==> config.mk <==
export PLATFORM = sky130hd
export DESIGN_NAME = axil_array_arb
export DESIGN_NICKNAME = d
export VERILOG_FILES = /design/src/rtl/axil_array_arb.sv
export SDC_FILE = /design/constraint.sdc
export NUM_CORES = 1
export LEC_CHECK = 0
export ABC_AREA = 1
export CORE_UTILIZATION = 40
export DETAILED_ROUTE_END_ITERATION = 8
export PLACE_DENSITY = 0.85
export REMOVE_ABC_BUFFERS = 1
export SYNTH_ARGS = -nofsm -noshare
export SYNTH_HDL_FRONTEND = slang
export SYNTH_SLANG_ARGS = --single-unit
export TNS_END_PERCENT = 1
==> constraint.sdc <==
create_clock -name clk -period 2.7 [get_ports clk]
set_input_delay 0.27 -clock clk [delete_from_list [all_inputs] [get_ports clk]]
set_output_delay 0.27 -clock clk [all_outputs]
set_load 0.02 [all_outputs]
==> src/rtl/axil_array_arb.sv <==
// Shares one single-port array between a read port and a write port, one transaction at a time.
// Define AXIL_ARB_WRITE_PRIORITY_EN for fixed write priority; otherwise reads and writes alternate under contention.
module axil_array_arb #(
  parameter int AW = 10,
  parameter int DW = 32
) (
  input  logic          clk,
  input  logic          rst,
  input  logic [AW-1:0] ra,
  input  logic          ra_valid,
  output logic          ra_ready,
  input  logic [AW-1:0] wa,
  input  logic          wa_valid,
  output logic          wa_ready,
  input  logic [DW-1:0] wd,
  input  logic          wd_valid,
  output logic          wd_ready,
  output logic [DW-1:0] rd,
  output logic          rd_valid,
  input  logic          rd_ready,
  output logic          b_valid,
  input  logic          b_ready,
  output logic [AW-1:0] mem_addr,
  output logic          mem_we,
  output logic [DW-1:0] mem_wdata,
  input  logic [DW-1:0] mem_rdata
);

  typedef enum logic [2:0] {IDLE, RD_ADDR, RD_CAP, RD_RESP, WR_RESP} state_t;

  state_t        state_reg, state_next;
  logic [AW-1:0] mem_addr_reg, mem_addr_next;
  logic          mem_we_reg, mem_we_next;
  logic [DW-1:0] mem_wdata_reg, mem_wdata_next;
  logic [DW-1:0] rd_reg, rd_next;
  logic          rd_valid_reg, rd_valid_next;
  logic          b_valid_reg, b_valid_next;

  logic rd_pend, wr_pend, grant_rd, grant_wr;

  // A write needs both address and data before it can compete for the array.
  assign rd_pend = ra_valid;
  assign wr_pend = wa_valid & wd_valid;

`ifdef AXIL_ARB_WRITE_PRIORITY_EN
  assign grant_rd = rd_pend & ~wr_pend;
`else
  logic ptr_rd_reg, ptr_rd_next;

  assign grant_rd = rd_pend & (~wr_pend | ptr_rd_reg);

  // Under contention the side that just lost gets preference next time.
  always_comb begin
    ptr_rd_next = ptr_rd_reg;
    if (state_reg == IDLE && rd_pend && wr_pend)
      ptr_rd_next = ~grant_rd;
  end

  always_ff @(posedge clk or posedge rst) begin
    if (rst) ptr_rd_reg <= 1'b1;
    else     ptr_rd_reg <= ptr_rd_next;
  end
`endif

  assign grant_wr = wr_pend & ~grant_rd;

  assign ra_ready  = (state_reg == IDLE) & grant_rd;
  assign wa_ready  = (state_reg == IDLE) & grant_wr;
  assign wd_ready  = wa_ready;
  assign rd        = rd_reg;
  assign rd_valid  = rd_valid_reg;
  assign b_valid   = b_valid_reg;
  assign mem_addr  = mem_addr_reg;
  assign mem_we    = mem_we_reg;
  assign mem_wdata = mem_wdata_reg;

  always_comb begin
    state_next     = state_reg;
    mem_addr_next  = mem_addr_reg;
    mem_we_next    = mem_we_reg;
    mem_wdata_next = mem_wdata_reg;
    rd_next        = rd_reg;
    rd_valid_next  = rd_valid_reg;
    b_valid_next   = b_valid_reg;
    case (state_reg)
      IDLE: begin
        if (grant_rd) begin
          mem_addr_next = ra;
          mem_we_next   = 1'b0;
          state_next    = RD_ADDR;
        end else if (grant_wr) begin
          mem_addr_next  = wa;
          mem_wdata_next = wd;
          mem_we_next    = 1'b1;
          state_next     = WR_RESP;
        end
      end
      RD_ADDR: state_next = RD_CAP;
      // Array output is valid the cycle after it samples mem_addr.
      RD_CAP: begin
        rd_next       = mem_rdata;
        rd_valid_next = 1'b1;
        state_next    = RD_RESP;
      end
      RD_RESP: begin
        if (rd_ready) begin
          rd_valid_next = 1'b0;
          state_next    = IDLE;
        end
      end
      WR_RESP: begin
        if (!b_valid_reg) begin
          mem_we_next  = 1'b0;
          b_valid_next = 1'b1;
        end else if (b_ready) begin
          b_valid_next = 1'b0;
          state_next   = IDLE;
        end
      end
      default: state_next = IDLE;
    endcase
  end

  always_ff @(posedge clk or posedge rst) begin
    if (rst) begin
      state_reg     <= IDLE;
      mem_addr_reg  <= '0;
      mem_we_reg    <= 1'b0;
      mem_wdata_reg <= '0;
      rd_reg        <= '0;
      rd_valid_reg  <= 1'b0;
      b_valid_reg   <= 1'b0;
    end else begin
      state_reg     <= state_next;
      mem_addr_reg  <= mem_addr_next;
      mem_we_reg    <= mem_we_next;
      mem_wdata_reg <= mem_wdata_next;
      rd_reg        <= rd_next;
      rd_valid_reg  <= rd_valid_next;
      b_valid_reg   <= b_valid_next;
    end
  end

endmodule

# After elaboration in Yosys (flattened, before gate mapping)
# Cells that the tools add are included.
# Widths: inputs -> output; s select.
dict set report totals {
  ff_bits 81
  in_bits 91
  out_inout_bits 80
  wordCells 52
}
dict set report classes {
  eq_ne 9
  muxes 16
  bitwise 8
  n_reduce_logical 11
}
# operator count
set ops {}
lappend ops {{$mux 10} 2}
lappend ops {{$mux 3} 5}
lappend ops {{$pmux 3 s5} 1}
lappend ops {{$ne 2x2->1 const B} 4}
lappend ops {{$eq 3x2->1 const B} 2}
lappend ops {{$mux 1} 6}
lappend ops {{$reduce_and 3->1} 2}
lappend ops {{$reduce_bool 2->1} 3}
lappend ops {{$and 1x1->1} 5}
lappend ops {{$pmux 1 s2} 2}
lappend ops {{$reduce_and 2->1} 2}
lappend ops {{$reduce_and 4->1} 1}
lappend ops {{$eq 3x1->1 const B} 1}
lappend ops {{$eq 3x3->1 const B} 1}
lappend ops {{$logic_not 3->1} 1}
lappend ops {{$ne 3x3->1 const B} 1}
lappend ops {{$logic_and 1x1->1} 2}
lappend ops {{$not 1->1} 2}
lappend ops {{$or 1x1->1} 1}

# Depth between registers and ports, before layout
dict set report depth {
  depth_word 9
  ltp_mapped 8
  ltp_nobuf 7
}

# Worst setup path before layout
# Ideal clock, no wire load.
dict set report synth_timing {
  kind {register -> output}
  startpoint {register state_reg[1]}
  endpoint {output wd_ready}
  arrival_time_ns 1.144
  required_ns 2.430
  setup_slack_ns 1.286
  stages_incl_launch_ff 8
  path_buffers 2
  cell_sequence {dfrtp_1 inv_2 nand2_2 nor2_4 nand2_4 inv_4 buf_6 buf_4}
}
dict set report synth_via {
  elab_chain_len 2
}
# element line
set synth_lines {}
lappend synth_lines {{from (decl)} 31} ;# state_t state_reg, state_next;
lappend synth_lines {{from (signal assigned)} 134} ;# state_reg <= state_next;
lappend synth_lines {{$logic_not 3->1} 68} ;# assign wa_ready = (state_reg == IDLE) & grant_wr;
lappend synth_lines {{$and 1x1->1} 68}
lappend synth_lines {{to (decl)} 17} ;# output logic wd_ready,
# No other way between the ends.

# Worst setup path after layout
dict set report layout_timing {
  startpoint {register ptr_rd_reg}
  endpoint {output ra_ready}
}
dict set report layout_via {
  elab_chain_len 3
}
# element line
set layout_lines {}
lappend layout_lines {{from (decl)} 48} ;# logic ptr_rd_reg, ptr_rd_next;
lappend layout_lines {{from (signal assigned)} 61} ;# else ptr_rd_reg <= ptr_rd_next;
lappend layout_lines {{$or 1x1->1} 50} ;# assign grant_rd = rd_pend & (~wr_pend | ptr_rd_reg);
lappend layout_lines {{$and 1x1->1} 50}
lappend layout_lines {{$and 1x1->1} 67} ;# assign ra_ready = (state_reg == IDLE) & grant_rd;
lappend layout_lines {{to (decl)} 11} ;# output logic ra_ready,
# No other way between the ends.

==> run metrics <==
status complete, no violations; max-cap violation count 0; Register Area 2028 um2; postcts setup bufs 0; total wire length 8796 um; post-synth top area cell dfrtp_1; Synth Instances 405; CTS root buf clkbuf_8; R2R cell count 5; worst-margin pin slew 746.5 ps; RSZ-0062 raised after global routing false; power share of the clock group 0.157; critical path launch point ptr_rd_reg$_DFFE_PP1P_; vias in the first global route 3209; CTS Buffer Depth 2; Filler Cell Count 687; synthesized cell area 3366 um2; flops & latches, synth 81; routed len/inst 12.84 um; crit end category primary output; CTS tree done; Post-Syn Area per Cell 8.310 um2; Final Util 0.6566; Fin Setup TNS 0 ps; initial antenna violation count 0; hold buffers post-CTS 0; RePlAce Congestion 0.8212; pwr dens 1158 nW/um2; DRC errors left 0; Ys Warns 0; Die Footprint 8785 um2; Slew Limit Headroom 0.5018; dpl ws 522.4 ps; Starting Density 0.4117; Max Clock Freq 440.8 MHz; DP HPWL 6555 um; Synth top area share 0.5948; clk_skew 12.10 ps; synthesis-to-finish area growth 59.48%; sequential-to-total area share from yosys stat 0.6026; Vert. Die Dim 93.73 um; minimum clock period 2268 ps; 1st-pass router iterations 4; Reg2Reg Setup Slack 830 ps; core box area 8175 um2; Resized cells post-CTS 0; first-pass GRT wire length 14530 um; hold violation count in the final report 0; switching part of the total power 0.3929; CTS H-tree depth 3; # nets final 666; vias per cell 4.641; largest net degree at the start of global routing 44; post-synthesis cell type count 19; sw power 2.443 mW; sequential fraction of design power 0.341; crit share post-route 0.8401; Critical Path AT 2000 ps; Final Setup Violations 0; CTS buffer count 9; Antenna Cells 0; min-delay worst type input pin to async pin; worst r2r src state_reg[2]$_DFFE_PP0P_; GRT Total Usage 0.2105; area of the multi-input gates 1110 um2; worst skew pair latency 330 ps; Pint 3.774 mW; clock transition at the registers of the reported paths 80 ps; P_leak 2.707 nW; Peak supply drop 0.0005666 V; Worst R2R End rd[7]$_DFFE_PP0P_; Initial DRC Count 141; # IOs 171; Rows 33; critical path class flop to primary output; worst endpoint required time 2430 ps; # port buffers 170; CP endpoint ra_ready; worst setup margin 431.6 ps; CP Max Fanout 11; layout cell share with drive strength beyond 1 0.05517; Die W 93.73 um; Post-DRT Antenna Nets 0; Synth area leaders dfrtp_1, nand2_1, nand3_1, inv_1, buf_4; Slew Limit Fails 0; gr ovfl total 0; clock sink count 81; combinational cell fraction of total power 0.502; DR vias 3179; Critical Path Start Type flop
-- layout by cell type (no fill, tap or decap) --
cell type,Yosys,routed
bufinv_16,0,2
nor2_2,2,2
clkinv_2,0,1
nor2_4,1,1
nand2_4,1,1
clkbuf_1,3,3
dfstp_2,1,1
buf_12,0,1
nand2_2,2,2
dfrtp_1,80,80
inv_2,4,4
clkdlybuf4s50_1,0,170
buf_4,5,5
clkbuf_8,0,11
nand2_1,236,236
nand4_1,3,3
o21ai_0,3,3
nand3_1,24,24
inv_1,25,24
a21oi_1,3,3
inv_4,1,1
nor2_1,2,2
-- how the worst min path moves through the flow --
stage / start / end / slack, ps / cells after the start
global route: rst / mem_wdata[5]$_DFFE_PP0P_ / 430 / 2
finish: rst / mem_wdata[25]$_DFFE_PP0P_ / 360 / 2
CTS: rst / mem_wdata[25]$_DFFE_PP0P_ / 380 / 2
detailed placement: mem_wdata[3]$_DFFE_PP0P_ / mem_wdata[3]$_DFFE_PP0P_ / 460 / 2
floorplan: wd[0] / mem_wdata[0]$_DFFE_PP0P_ / 380 / 2
global placement: mem_we$_DFFE_PP0P_ / mem_we$_DFFE_PP0P_ / 450 / 2
-- layer usage --
| metal | routed length (um) | track usage | vias up | part of all wire |
|---|---|---|---|---|
| li1 | - | - | 1557 | - |
| met1 | 3675 | 0.2541 | 1502 | 0.42 |
| met2 | 4408 | 0.3668 | 106 | 0.50 |
| met3 | 571 | 0.04450 | 14 | 0.065 |
| met4 | 139 | 0.08077 | 0 | 0.016 |
| met5 | 0 | 0 | - | 0 |
-- kinds of logic (layout without fill, tap and decap cells) --
kind of cell | after synthesis | count (layout) | share of synthesized area
buffers and inverters | 47 | 222 | 0.06766
AO/OA/AOI/OAI | 6 | 6 | 0.008919
AND/OR/NAND/NOR | 271 | 271 | 0.3208
flip-flops | 81 | 81 | 0.6026
-- critical path, stage by stage, from the launching register on --
cell             delay, ps
dfstp_2                540
inv_1                   50
nand3_1                 60
buf_4                  170
nand2_1                 80
nor2_1                 150
clkdlybuf4s50_1        620
-- stage by stage --
| stage | hold WS [ps] | cell area, um2 | power, mW | instances |
|---|---|---|---|---|
| after floorplan | 379.6 | 3253 | 3.700 | 388 |
| after global placement | 454.6 | 5145 | 5.193 | 669 |
| after detailed placement | 463.7 | 5145 | 5.287 | 669 |
| after CTS | 382.5 | 5368 | 6.283 | 685 |
| after global routing | 432.3 | 5368 | 6.639 | 685 |
| final | 358.0 | 5368 | 6.216 | 685 |
-- cell type report --
class / count / share of cell area
Timing Repair Buffer: 176 / 0.3277
Multi-Input combinational cell: 277 / 0.2068
Sequential cell: 81 / 0.3779
Tap cell: 105 / 0.02448
Inverter: 30 / 0.02168
Clock inverter: 2 / 0.01119
Clock buffer: 14 / 0.03030
-- power groups by stage --
stage	logic, mW	registers, mW	clock network, mW
global placement	3.08	2.12	0
detailed placement	3.15	2.14	0
finish	3.12	2.12	0.974
floorplan	0.906	2.79	0
global route	3.39	2.20	1.05
CTS	3.16	2.13	0.996
-- cell usage after synthesis --
| master | instances |
|---|---|
| buf_2 | 6 |
| nor2_1 | 2 |
| nor2_2 | 2 |
| buf_6 | 3 |
| buf_4 | 5 |
| dfstp_2 | 1 |
| nand2_2 | 2 |
| inv_2 | 4 |
| nand3_1 | 24 |
| dfrtp_1 | 80 |
| o21ai_0 | 3 |
| nand2_4 | 1 |
| nor2_4 | 1 |
| inv_1 | 25 |
| nand2_1 | 236 |
| clkbuf_1 | 3 |
| a21oi_1 | 3 |
| nand4_1 | 3 |
| inv_4 | 1 |
Note: power is estimated with default switching activity, not from simulation.
